$ cat src/rtl/uart_rx_deframer.sv
// UART receive deframer: synchronises an 8N1 idle-high line, samples at mid-bit and hands
// bytes out over valid/ready, flagging stop-bit framing errors and overruns.
module uart_rx_deframer #(
  parameter int unsigned CLKS_PER_BIT = 16,
  parameter int unsigned SYNC_STAGES  = 2
) (
  input  logic       clk,
  input  logic       reset,
  input  logic       rx,
  output logic [7:0] data_out,
  output logic       data_valid,
  input  logic       data_ready,
  output logic       frame_err,
  output logic       overrun,
  output logic       busy
);

  localparam int unsigned HALF     = (CLKS_PER_BIT - 1) / 2;
  localparam logic [7:0]  HALF_CNT = 8'(HALF);
  localparam logic [7:0]  LAST_CNT = 8'(CLKS_PER_BIT - 1);

  typedef enum logic [1:0] {StIdle, StStart, StData, StStop} state_e;

  logic       rx_s;
  state_e     state_q, state_d;
  logic [7:0] cnt_q, cnt_d;
  logic [2:0] bit_q, bit_d;
  logic [7:0] shift_q, shift_d;
  logic [7:0] data_q, data_d;
  logic       valid_q, valid_d;
  logic       frame_err_q, frame_err_d;
  logic       overrun_q, overrun_d;
  logic       line_ok_q, line_ok_d;

  if (SYNC_STAGES == 0) begin : g_nosync
    assign rx_s = rx;
  end else begin : g_sync
    logic [SYNC_STAGES-1:0] sync_q, sync_d;

    always_comb begin
      sync_d    = sync_q << 1;
      sync_d[0] = rx;
    end

    // Resets to idle-high so a reset never looks like a start bit.
    always_ff @(posedge clk or posedge reset) begin
      if (reset) sync_q <= '1;
      else       sync_q <= sync_d;
    end

    assign rx_s = sync_q[SYNC_STAGES-1];
  end

  always_comb begin
    state_d     = state_q;
    cnt_d       = cnt_q;
    bit_d       = bit_q;
    shift_d     = shift_q;
    data_d      = data_q;
    valid_d     = valid_q;
    frame_err_d = 1'b0;
    overrun_d   = 1'b0;
    line_ok_d   = line_ok_q;

    if (valid_q && data_ready) valid_d = 1'b0;

    unique case (state_q)
      StIdle: begin
        if (rx_s) begin
          line_ok_d = 1'b1;
        end else if (line_ok_q) begin
          bit_d = 3'd0;
          if (HALF == 0) begin
            state_d = StData;
            cnt_d   = 8'd0;
          end else begin
            state_d = StStart;
            cnt_d   = 8'd1;
          end
        end
      end
      StStart: begin
        if (cnt_q == HALF_CNT) begin
          cnt_d   = 8'd0;
          state_d = rx_s ? StIdle : StData;
        end else begin
          cnt_d = cnt_q + 8'd1;
        end
      end
      StData: begin
        if (cnt_q == LAST_CNT) begin
          cnt_d          = 8'd0;
          shift_d[bit_q] = rx_s;
          bit_d          = bit_q + 3'd1;
          if (bit_q == 3'd7) state_d = StStop;
        end else begin
          cnt_d = cnt_q + 8'd1;
        end
      end
      StStop: begin
        if (cnt_q == LAST_CNT) begin
          cnt_d   = 8'd0;
          state_d = StIdle;
          if (!rx_s) begin
            frame_err_d = 1'b1;
            line_ok_d   = 1'b0;
          end else if (!valid_q || data_ready) begin
            // A same-cycle consume is overridden by the new byte.
            data_d  = shift_q;
            valid_d = 1'b1;
          end else begin
            overrun_d = 1'b1;
          end
        end else begin
          cnt_d = cnt_q + 8'd1;
        end
      end
      default: state_d = StIdle;
    endcase
  end

  always_ff @(posedge clk or posedge reset) begin
    if (reset) begin
      state_q     <= StIdle;
      cnt_q       <= 8'd0;
      bit_q       <= 3'd0;
      shift_q     <= 8'd0;
      data_q      <= 8'h00;
      valid_q     <= 1'b0;
      frame_err_q <= 1'b0;
      overrun_q   <= 1'b0;
      line_ok_q   <= 1'b1;
    end else begin
      state_q     <= state_d;
      cnt_q       <= cnt_d;
      bit_q       <= bit_d;
      shift_q     <= shift_d;
      data_q      <= data_d;
      valid_q     <= valid_d;
      frame_err_q <= frame_err_d;
      overrun_q   <= overrun_d;
      line_ok_q   <= line_ok_d;
    end
  end

  assign data_out   = data_q;
  assign data_valid = valid_q;
  assign frame_err  = frame_err_q;
  assign overrun    = overrun_q;
  assign busy       = (state_q != StIdle);

endmodule

$ cat config.mk
export PLATFORM = sky130hd
export DESIGN_NAME = uart_rx_deframer
export DESIGN_NICKNAME = d
export VERILOG_FILES = /design/src/rtl/uart_rx_deframer.sv
export SDC_FILE = /design/constraint.sdc
export NUM_CORES = 1
export LEC_CHECK = 0
export ABC_AREA = 0
export BUFFER_PORTS_ARGS = -buffer_cell sky130_fd_sc_hd__buf_4
export CORE_MARGIN = 3
export CORE_UTILIZATION = 57
export CTS_BUF_LIST = sky130_fd_sc_hd__clkbuf_16
export CTS_CLUSTER_DIAMETER = 120
export DETAILED_ROUTE_END_ITERATION = 16
export PLACE_DENSITY = 0.83
export SYNTH_ARGS = -nofsm -noshare
export SYNTH_HDL_FRONTEND = slang
export SYNTH_SLANG_ARGS = --single-unit
$ cat constraint.sdc
create_clock -name clk -period 2.5 [get_ports clk]
set_clock_uncertainty 0.05 [all_clocks]
set_input_delay 0.25 -clock clk [delete_from_list [all_inputs] [get_ports clk]]
set_output_delay 0.25 -clock clk [all_outputs]
set_load 0.02 [all_outputs]
== Word level (Yosys, flattened, before mapping) ==
Cells that the tools add are included.
Widths: inputs -> output; s select.
Operators by class
  add/subtract/negate cells: 2
  magnitude comparators: 2
  equality and inequality tests: 14
  muxes and demuxes: 36
  reduce and logical (&&, ||, !) cells: 15
Operator list (count)
  $mux 8: 4
  $pmux 8 s3: 1
  $mux 1: 16
  $ne 2x2->1 const B: 8
  $mux 2: 7
  $reduce_and 4->1: 3
  $mux 3: 3
  $add 8x1->8 const B: 1
  $bwmux 8: 1
  $eq 8x3->1 const B: 1
  $eq 8x4->1 const B: 1
  $pmux 2 s4: 1
  $pmux 3 s2: 1
  $reduce_and 6->1: 1
  $reduce_bool 2->1: 3
  $eq 2x2->1 const B: 2
  $lt 3x4->1 const B: 1
  $reduce_and 2->1: 2
  $add 3x1->3 const B: 1
  $demux 1 s3: 1
  $eq 3x3->1 const B: 1
  $ge 3x1->1 const B: 1
  $eq 2x1->1 const B: 1
  $logic_and 1x1->1: 2
  5 further kinds: 5
Word-level totals
  bits in registers: 35
  bits of input ports: 4
  output and inout bits: 12
  logic and storage cells: 79

== Depth between registers and ports, before layout ==
Gate-level depths: netlist of run 1.
  word-level depth: 6
  depth in mapped cells: 6
  gate-level depth less buffers: 5

== Worst setup path before layout of run 1 ==
No wires, ideal clock.
  path kind: reg-to-reg
  from: register cnt_q[7]
  to: register data_q[7] (netlist: data_out[7])
  library setup time: 0.125 ns
  data arrival time: 1.644 ns
  required time: 2.325 ns
  setup slack: 0.681 ns
  cell stages (with the launch flop): 5
  path buffers: 0
  period minus slack after synthesis: 1.819 ns
  path through: dfrtp_1 -> or4_4 -> nor3_4 -> nand4_4 -> mux2_4
Between the ends
  cells in the longest elaborated chain, start to end: 2
RTL lines
  from (decl): RTL line 26  | logic [7:0] cnt_q, cnt_d;
  from (signal assigned): RTL line 135  | cnt_q <= cnt_d;
  $eq 8x4->1: RTL line 101  | if (cnt_q == LAST_CNT) begin
  $reduce_and 4->1 (no source line)
  to (signal assigned): RTL line 138  | data_q <= data_d;
  to (decl): RTL line 29  | logic [7:0] data_q, data_d;
No other way between the ends.
A chain may end at the register's enable or synchronous reset.

== Worst setup path in the final report of run 1 ==
  from: register cnt_q[5]
  to: register shift_q[0]
Between the ends
  cells in the longest elaborated chain, start to end: 2
RTL lines
  $eq 8x4->1: RTL line 91  | if (cnt_q == LAST_CNT) begin
  $reduce_and 2->1 (no source line)
  to (signal assigned): RTL line 137  | shift_q <= shift_d;
  to (decl): RTL line 28  | logic [7:0] shift_q, shift_d;
No other way between the ends.

==> flow_metrics.py, run 1 <==
metrics = {
    "clock_network": {
        "root_buffer": "clkbuf_16",
        "ctsResizeCount": 0,
        "clk_pin_slew_ps": 60,
        "hold_buffers": 0,
        "cts_tree": "done",
        "htree_num_levels": 2,
        "cts_setup_buffers": 0,
        "cts_sinks": 35,
        "cts.path.max_buffers": 2,
        "clock_latency_ps": 280,
        "numCtsBuffers": 5,
    },
    "pwr": {
        "pwr-share-comb": 0.241,
        "ir_drop_mv": 0.963,
        "cellPowerDensity_nw_per_um2": 954,
        "p_int_uw": 1200,
        "power.total_uw": 1820,
        "sequentialPowerShare": 0.437,
        "p_leak_uw": 0.000901,
        "p_clk_frac": 0.322,
        "swShare": 0.338,
        "power_switching_uw": 614,
    },
    "detailed_routing": {
        "viasPerCell": 6.39,
        "ant_nets": 0,
        "wl_met3_um": 224,
        "wl_per_cell_um": 17.0,
        "wirelength_um": 3290,
        "vias": 1233,
        "top_layer": "met4",
        "wl_met1_um": 1420,
        "route.met2.wl_um": 1590,
        "drt_iter0_drc": 53,
        "post-route-drc-count": 0,
        "firstDrtPassIters": 4,
    },
    "setup_path": {
        "r2r-start": "cnt_q[5]$_DFFE_PP0P_",
        "critPathLaunch": "cnt_q[5]$_DFFE_PP0P_",
        "worst_ep_required_time_ps": 2610,
        "reg2regPathDepth": 4,
        "reg2reg_slack_ps": 400,
        "r2r_end": "shift_q[0]$_DFFE_PP0P_",
        "path_max_fanout": 7,
        "crit_arrival_ps": 2220,
        "cp-end-kind": "flop",
        "crit_path_end": "shift_q[0]$_DFFE_PP0P_",
        "start_kind": "flop",
        "critical_path_class": "flop to flop",
    },
    "die": {
        "rows": 18,
        "die_h_um": 60.0,
        "ios": 16,
        "start_util": 0.636,
        "die_w_um": 60.0,
        "core_um2": 2610,
        "die_area_um2": 3600,
    },
    "global_routing": {
        "antenna_found_initial": 0,
        "grtUsageTotal": 0.209,
        "overflow": 0,
        "grt_pass1_wl_um": 5410,
        "grt_pass1_vias": 1143,
        "grt_max_degree": 36,
    },
    "sta": {
        "worst_pin_slew_ps": 521,
        "relSlewSlack": 0.650,
        "grt_setup_unrepaired": "false",
        "fin_crit_sh": 0.841,
        "drv_slew": 0,
        "period_minus_slack_ps": 2100,
        "hold_viol_final": 0,
        "layout_setup_ws_ps": 397,
        "setup_viol_count_final": 0,
        "fmax_mhz": 476,
        "fin_setup_tns_ps": 0,
    },
    "place": {
        "pre_cts_ws_ps": 490,
        "hpwl_um": 2210,
        "gp_congestion": 0.866,
        "io_buffers": 15,
    },
    "logic_synthesis": {
        "synth_commonest_cells": "dfrtp_1, mux2_2, nand3_1",
        "ys_seq_area_frac": 0.529,
        "synthTopCellsByArea": "dfrtp_1, mux2_2, dfstp_2",
        "synth.largest_area_cell": "dfrtp_1",
        "syn_nets": 151,
        "ys_warn_count": 0,
        "synth_ff_type": "dfrtp_1",
        "synth_edf_count": 0,
        "synth-seq-cells": 35,
        "async_flop_share": 1.00,
        "synth_cell_types": 43,
        "syn_area_um2": 1660,
        "synth.most_common_cell": "dfrtp_1",
        "syn_area_per_cell_um2": 11.5,
        "yosysTopAreaCellShare": 0.482,
        "syn_inst": 144,
    },
    "finish": {
        "antenna_cells": 0,
        "drive_gt1_frac": 0.307,
        "nets": 169,
        "syn_to_final_growth_pct": 14.6,
        "nFillCells": 184,
    },
    "job": {
        "drv_cap": 0,
    },
    "min_path": {
        "hold_path_class": "primary input to asynchronous set/reset pin",
    },
    "run_status": {
        "status": "completed",
    },
}
## per-layer routing
metal	vias up	global-route usage
met2	54	0.324
met4	0	0.0823
met3	7	0.0713
li1	561	-
met5	-	0
met1	611	0.268
## flip-flops by register name, summed over array words and instances (netlist names), named ones only
| signal | cells |
|---|---|
| line_ok_q | 1 |
| state_q | 1 |
| bit_q | 3 |
| shift_q | 8 |
| data_valid | 1 |
| cnt_q | 8 |
| data_out | 8 |
| overrun | 1 |
| frame_err | 1 |
| g_sync.sync_q | 2 |
## critical path, stage by stage (launching register included)
cell and delay (ps):
dfrtp_1 450, nor4_2 520, nand3_1 270, nor3_1 330, mux2_2 370
## final cells by class
class	count	area [um^2]	area share
Tap cell	30	37.5	0.0197
Clock inverter	3	16.3	0.00854
Sequential cell	35	880	0.462
Inverter	6	22.5	0.0118
Clock buffer	5	125	0.0657
Timing Repair Buffer	16	120	0.0630
Multi-Input combinational cell	98	704	0.370
## through the flow
stage	utilization	cells	hold WS, ps	instance area, um^2
after detailed placement	0.675	185	299	1760
final	0.729	193	11.7	1910
after floorplan	-	144	204	1660
after global routing	0.729	193	19.9	1910
after global placement	0.675	185	300	1760
after CTS	0.729	193	24.4	1910
## cell usage in the layout (no fill, tap or decap), drive strengths merged, types with 2 or more instances in the layout
cell type  instances
dfrtp             32
buf               16
mux2              14
nand3             13
nor2               9
nand2              8
nor3               8
o21ai              7
inv                6
clkbuf             5
or3                4
o31ai              3
a31oi              3
ha                 3
dfstp              3
and3               3
a21oi              3
a22o               2
a22oi              2
o2bb2ai            2
clkinv             2
nand4              2
## power by group through the flow
stage / sequential [uW] / clock [uW] / combinational [uW]
2_1_floorplan: 729 / 0 / 437
3_3_place_gp: 787 / 0 / 411
3_5_place_dp: 797 / 0 / 434
4_1_cts: 789 / 592 / 436
5_1_grt: 808 / 621 / 490
6_report: 794 / 586 / 438
## worst min path at each step
stage / startpoint / to / slack (ps)
final: reset / bit_q[2]$_DFFE_PP0P_ / 10
after global routing: rx / g_sync.sync_q[0]$_DFF_PP1_ / 20
after CTS: rx / g_sync.sync_q[0]$_DFF_PP1_ / 20
after detailed placement: g_sync.sync_q[0]$_DFF_PP1_ / g_sync.sync_q[1]$_DFF_PP1_ / 300
after global placement: g_sync.sync_q[0]$_DFF_PP1_ / g_sync.sync_q[1]$_DFF_PP1_ / 300
after floorplan: rx / g_sync.sync_q[0]$_DFF_PP1_ / 200
## logic make-up (layout without fill, tap and decap cells)
group | after synthesis | count (layout) | synth area share
DFF | 35 | 35 | 0.529
and+or+nand+nor | 54 | 54 | 0.193
xor gates and xnor gates | 1 | 1 | 0.00527
buffers and inverters | 11 | 30 | 0.0474
muxes | 14 | 14 | 0.0971
AOI/OAI and AO/OA | 26 | 26 | 0.106
adders and majority gates | 3 | 3 | 0.0226
(Power assumes the default switching activity.)
==> run 2: changes to the inputs <==
--- a/config.mk
+++ b/config.mk
@@ -5,14 +5,14 @@
 export SDC_FILE = /design/constraint.sdc
 export NUM_CORES = 1
 export LEC_CHECK = 0
-export ABC_AREA = 0
+export ABC_AREA = 1
 export BUFFER_PORTS_ARGS = -buffer_cell sky130_fd_sc_hd__buf_4
 export CORE_MARGIN = 3
-export CORE_UTILIZATION = 57
+export CORE_UTILIZATION = 52
 export CTS_BUF_LIST = sky130_fd_sc_hd__clkbuf_16
 export CTS_CLUSTER_DIAMETER = 120
 export DETAILED_ROUTE_END_ITERATION = 16
-export PLACE_DENSITY = 0.83
+export PLACE_DENSITY = 0.8
 export SYNTH_ARGS = -nofsm -noshare
 export SYNTH_HDL_FRONTEND = slang
 export SYNTH_SLANG_ARGS = --single-unit
==> constraint.sdc (replaced) <==
create_clock -name clk -period 1.7 [get_ports clk]
set_clock_uncertainty 0.05 [all_clocks]
set_input_delay 0.17 -clock clk [delete_from_list [all_inputs] [get_ports clk]]
set_output_delay 0.17 -clock clk [all_outputs]
set_load 0.02 [all_outputs]
==> run 2 against run 1 <==
Final cell count rose by 37%; core utilization fell by 4.9 points; area after synthesis rose by 1.7%; critical endpoint is now shift_q[5]$_DFFE_PP0P_; worst setup slack got worse by 250 ps; register-to-register slack got worse by 250 ps; largest power group unchanged; largest cell class unchanged.
==> flow_metrics.py, run 2 <==
metrics = {
    "run_status": {
        "status": "completed",
    },
    "logic_synthesis": {
        "ys_seq_area_frac": 0.520,
        "synthAdderAreaFrac": 0.0222,
        "synthXorXnorAreaFrac": 0,
        "synth_ff_type": "dfrtp_1",
        "synth_top_family_by_area": "simple AND/OR/NAND/NOR gates",
        "synth-compound-area-share": 0.122,
        "synth.largest_area_cell": "dfrtp_1",
        "synth.most_common_cell": "nand2_1",
        "syn_area_um2": 1690,
        "synth_simple_gate_area_share": 0.262,
        "syn_inst": 193,
        "syn_area_per_cell_um2": 8.76,
        "yosysTopAreaCellShare": 0.473,
        "synth_mux_area_frac": 0,
        "synthTopCellsByArea": "dfrtp_1, nand2_1, inv_1",
        "ys_warn_count": 0,
        "async_flop_share": 1.00,
        "synth-seq-cells": 35,
        "syn_nets": 200,
        "synth_edf_count": 0,
        "synth_cell_types": 24,
        "synth_commonest_cells": "nand2_1, dfrtp_1, inv_1",
    },
    "sta": {
        "fmax_mhz": 643,
        "drv_slew": 0,
        "grt_setup_unrepaired": "false",
        "fin_crit_sh": 0.914,
        "fin_setup_tns_ps": 0,
        "setup_viol_count_final": 0,
        "worst_pin_slew_ps": 459,
        "relSlewSlack": 0.693,
        "hold_viol_final": 0,
        "period_minus_slack_ps": 1550,
    },
    "place": {
        "io_buffers": 15,
        "dp_cells": 254,
        "gp_congestion": 0.868,
        "hpwl_um": 2160,
    },
    "finish": {
        "mostFrequentLayoutCell": "nand2_1",
        "syn_to_final_growth_pct": 23.7,
        "layout_common_cells": "nand2_1, dfrtp_1, inv_1, nand3_1, buf_4",
        "nets": 227,
        "nFillCells": 252,
        "final-instance-count-excl-fill": 265,
        "antenna_cells": 0,
        "drive_gt1_frac": 0.258,
        "fin_util": 0.680,
    },
    "setup_path": {
        "path_max_fanout": 4,
        "critPathLaunch": "cnt_q[1]$_DFFE_PP0P_",
        "crit_arrival_ps": 1660,
        "reg2reg_slack_ps": 150,
        "critical_path_class": "flop to flop",
        "reg2regPathDepth": 8,
        "worst_ep_required_time_ps": 1810,
        "r2r-start": "cnt_q[1]$_DFFE_PP0P_",
        "r2r_end": "shift_q[5]$_DFFE_PP0P_",
        "start_kind": "flop",
        "cp-end-kind": "flop",
    },
    "pwr": {
        "swShare": 0.320,
        "pwr-share-comb": 0.250,
        "power.total_uw": 2710,
        "power_switching_uw": 868,
        "p_leak_uw": 0.000994,
        "cellPowerDensity_nw_per_um2": 1290,
        "p_int_uw": 1840,
        "p_clk_frac": 0.370,
        "sequentialPowerShare": 0.380,
        "ir_drop_mv": 0.692,
    },
    "global_routing": {
        "grt_pass1_vias": 1253,
        "antenna_found_initial": 0,
        "overflow": 0,
        "grtUsageTotal": 0.173,
        "grt_max_degree": 36,
        "grt_pass1_wl_um": 5400,
    },
    "min_path": {
        "hold_path_class": "primary input to flop",
        "holdCritStartpoint": "data_ready",
        "worstHoldEndpoint": "overrun$_DFF_PP0_",
        "min_delay_path_depth": 4,
    },
    "detailed_routing": {
        "viasPerCell": 5.03,
        "wl_per_cell_um": 12.0,
        "post-route-drc-count": 0,
        "ant_nets": 0,
        "vias": 1334,
        "firstDrtPassIters": 4,
        "drt_iter0_drc": 60,
        "wirelength_um": 3170,
    },
    "clock_network": {
        "root_buffer": "clkbuf_16",
        "cts.path.max_buffers": 2,
        "clock_latency_ps": 280,
        "htree_num_levels": 2,
        "cts_sinks": 35,
        "cts_setup_buffers": 0,
        "cts_tree": "done",
        "numCtsBuffers": 5,
        "clk_pin_slew_ps": 60,
    },
    "job": {
        "drv_cap": 0,
    },
    "die": {
        "die_w_um": 63.0,
        "core_um2": 3080,
        "die_area_um2": 3970,
        "die_h_um": 63.0,
        "rows": 20,
        "ios": 16,
        "start_util": 0.550,
    },
}
[run 2: power by group through the flow]
stage	Clock [uW]	Combinational [uW]	Sequential (uW)
after floorplan	0	475	1030
after global placement	0	627	1030
after detailed placement	0	642	1030
after CTS	1010	650	1020
after global routing	1060	783	1050
final	1000	677	1030
[run 2: per-layer routing]
layer,wire length [um],global-route usage,part of all wire,vias up
met5,0,0,0,-
met4,52,0.0716,0.016,0
met3,90,0.0378,0.028,6
met2,1610,0.286,0.51,22
met1,1410,0.218,0.45,627
li1,-,-,-,679
[run 2: cells by family after synthesis]
| family | after synthesis |
|---|---|
| simple gates | 93 |
| flops | 35 |
| compound gates | 31 |
| buf+inv | 31 |
| fa+ha+maj | 3 |
[run 2: how the worst max path moves through the flow]
stage                                   end  slack, ps
floorplan           data_out[0]$_DFFE_PP0P_        230
global placement    data_out[4]$_DFFE_PP0P_        150
detailed placement  data_out[6]$_DFFE_PP0P_         90
CTS                 data_out[2]$_DFFE_PP0P_         50
global route        data_out[2]$_DFFE_PP0P_          3
finish               shift_q[5]$_DFFE_PP0P_        150
[run 2: worst max-delay path: stages, from the launching register on]
cell     delay (ps)
dfrtp_1         370
ha_2            220
nand2_2          80
nor2_4          150
nand3_4         130
nor2_2          170
nand3_1         120
nand2_1          80
o21ai_1          60
[run 2: area by class of cell]
class                      instances  area, um^2  share of cell area
sequential                        35         880               0.420
clock inverter                     3        38.8              0.0185
tap                               44        55.1              0.0263
timing repair buffer              20         155              0.0741
inverter                          30         115              0.0550
multi-input combinational        128         724               0.346
clock buffer                       5         125              0.0598
[run 2: what timing repair did]
item,in CTS,in global routing
setup endpoints to repair,0,15
hold buffers,2,0
resized for setup,0,6
hold endpoints to repair,33,0
[run 2: per-stage QoR]
step                setup WS (ps)  area, um^2  hold slack [ps]
floorplan                     233        1690              124
global placement              150        1870              228
detailed placement           94.4        1870              229
CTS                          46.3        2050              196
global route                 3.10        2090              309
finish                        146        2090              286
==> run 3: changes to the inputs <==
--- a/config.mk
+++ b/config.mk
@@ -12,6 +12,7 @@
 export CTS_BUF_LIST = sky130_fd_sc_hd__clkbuf_16
 export CTS_CLUSTER_DIAMETER = 120
 export DETAILED_ROUTE_END_ITERATION = 16
+export MAX_ROUTING_LAYER = met4
 export PLACE_DENSITY = 0.8
 export SYNTH_ARGS = -nofsm -noshare
 export SYNTH_HDL_FRONTEND = slang
==> run 3 against run 2 <==
Combinational power about the same; fmax is 0.21% higher; global-route usage grew 0.49 points; worst hold slack barely moved; flip-flop and latch count did not move; largest cell class unchanged; largest power group unchanged.
==> flow_metrics.py, run 3 (synthesis results as in run 2) <==
metrics = {
    "sta": {
        "hold_viol_final": 0,
        "drv_slew": 0,
        "fin_hold_ws_ps": 286,
        "period_minus_slack_ps": 1550,
        "fin_setup_tns_ps": 0,
        "fin_crit_sh": 0.912,
        "worst_pin_slew_ps": 459,
        "setup_viol_count_final": 0,
        "relSlewSlack": 0.693,
        "fmax_mhz": 645,
        "grt_setup_unrepaired": "false",
    },
    "global_routing": {
        "antenna_found_initial": 0,
        "grtUsageTotal": 0.178,
        "grt_pass1_vias": 1255,
        "overflow": 0,
        "grt_max_degree": 36,
        "grt_pass1_wl_um": 5400,
    },
    "clock_network": {
        "htree_num_levels": 2,
        "numCtsBuffers": 5,
        "cts.path.max_buffers": 2,
        "cts_sinks": 35,
        "cts_tree": "done",
        "clock_latency_ps": 270,
        "cts_setup_buffers": 0,
        "root_buffer": "clkbuf_16",
        "clk_pin_slew_ps": 50,
    },
    "finish": {
        "final-instance-count-excl-fill": 265,
        "fin_util": 0.680,
        "antenna_cells": 0,
        "layout_common_cells": "nand2_1, dfrtp_1, inv_1, nand3_1, buf_4",
        "nFillCells": 252,
        "mostFrequentLayoutCell": "nand2_1",
        "syn_to_final_growth_pct": 23.7,
        "drive_gt1_frac": 0.258,
        "final_cell_area_um2": 2090,
        "nets": 227,
    },
    "setup_path": {
        "start_kind": "flop",
        "path_max_fanout": 4,
        "worst_ep_required_time_ps": 1810,
        "cp-end-kind": "flop",
        "critical_path_buf_inv_count": 0,
        "cp_slowest_cell": "dfrtp_1",
        "crit_path_cell_trace": "ha_2, nand2_2, nor2_4, nand3_4, nor2_2, nand3_1, nand2_1, o21ai_1",
        "max_stage_delay_ps": 370,
        "reg2reg_slack_ps": 150,
        "critical_path_class": "flop to flop",
        "crit_family": "simple AND/OR/NAND/NOR gates",
        "crit_arrival_ps": 1660,
    },
    "pwr": {
        "swShare": 0.320,
        "p_clk_frac": 0.369,
        "power_switching_uw": 866,
        "p_int_uw": 1840,
        "sequentialPowerShare": 0.381,
        "cellPowerDensity_nw_per_um2": 1290,
        "p_leak_uw": 0.000994,
        "ir_drop_mv": 0.688,
        "pwr-share-comb": 0.250,
    },
    "die": {
        "ios": 16,
        "start_util": 0.550,
        "core_um2": 3080,
        "rows": 20,
        "die_w_um": 63.0,
        "die_area_um2": 3970,
        "die_h_um": 63.0,
    },
    "place": {
        "io_buffers": 15,
        "dp_cells": 254,
        "gp_congestion": 0.882,
        "dpl_cell_area_um2": 1870,
        "hpwl_um": 2160,
    },
    "job": {
        "drv_cap": 0,
    },
    "run_status": {
        "status": "completed",
    },
    "detailed_routing": {
        "post-route-drc-count": 0,
        "wl_per_cell_um": 11.9,
        "ant_nets": 0,
        "viasPerCell": 5.03,
        "drt_iter0_drc": 55,
        "vias": 1334,
        "firstDrtPassIters": 4,
        "wirelength_um": 3150,
    },
    "min_path": {
        "hold_path_class": "primary input to flop",
    },
}
[run 3: path summary, 6_finish.rpt]
| kind | from | end | cells after the start |
|---|---|---|---|
| max | cnt_q[1]$_DFFE_PP0P_ | shift_q[5]$_DFFE_PP0P_ | 8 |
| min | data_ready | overrun$_DFF_PP0_ | 4 |
| max reg2reg | cnt_q[1]$_DFFE_PP0P_ | shift_q[5]$_DFFE_PP0P_ | 8 |
| min reg2reg | g_sync.sync_q[0]$_DFF_PP1_ | g_sync.sync_q[1]$_DFF_PP1_ | 0 |
| max in group asynchronous | reset | g_sync.sync_q[1]$_DFF_PP1_ | 4 |
| min in group asynchronous | reset | shift_q[4]$_DFFE_PP0P_ | 4 |
[run 3: area by class of cell]
| cell class | instances | area (um^2) | area share |
|---|---|---|---|
| multi-input cells | 128 | 724 | 0.346 |
| flip-flops and latches | 35 | 880 | 0.420 |
| clock inverters | 3 | 38.8 | 0.0185 |
| clock buffers | 5 | 125 | 0.0598 |
| repair buffers | 20 | 155 | 0.0741 |
| inverters | 30 | 115 | 0.0550 |
| well taps | 44 | 55.1 | 0.0263 |
[run 3: worst reg2reg max path, stage by stage, from the launching register on]
cell and delay [ps]:
dfrtp_1 370, ha_2 220, nand2_2 80, nor2_4 150
nand3_4 130, nor2_2 170, nand3_1 120, nand2_1 80
o21ai_1 60
[run 3: power by group through the flow]
stage | sequential [uW] | combinational [uW] | clock (uW)
after detailed placement | 1030 | 642 | 0
after global placement | 1030 | 627 | 0
final | 1030 | 676 | 1000
after CTS | 1020 | 650 | 1010
after floorplan | 1030 | 475 | 0
after global routing | 1050 | 783 | 1060
[run 3: routing by layer]
layer	routed length [um]	global-route usage	up-vias	share of wire
met1	1400	0.218	626	0.44
li1	-	-	680	-
met2	1610	0.286	22	0.51
met5	0	-	-	0
met3	91	0.0378	6	0.029
met4	53	0.0716	0	0.017
[run 3: repair_timing]
| item | CTS | global route |
|---|---|---|
| endpoints found under the hold margin | 33 | 0 |
| endpoints found under the setup margin | 0 | 15 |
| hold buffers | 2 | 0 |
| resized for setup | 0 | 6 |
[run 3: metrics by stage]
stage               total power, uW  worst slack (ps)
floorplan                      1500               233
global placement               1660               150
detailed placement             1680              94.4
CTS                            2690              46.3
global route                   2890              3.10
finish                         2710               149
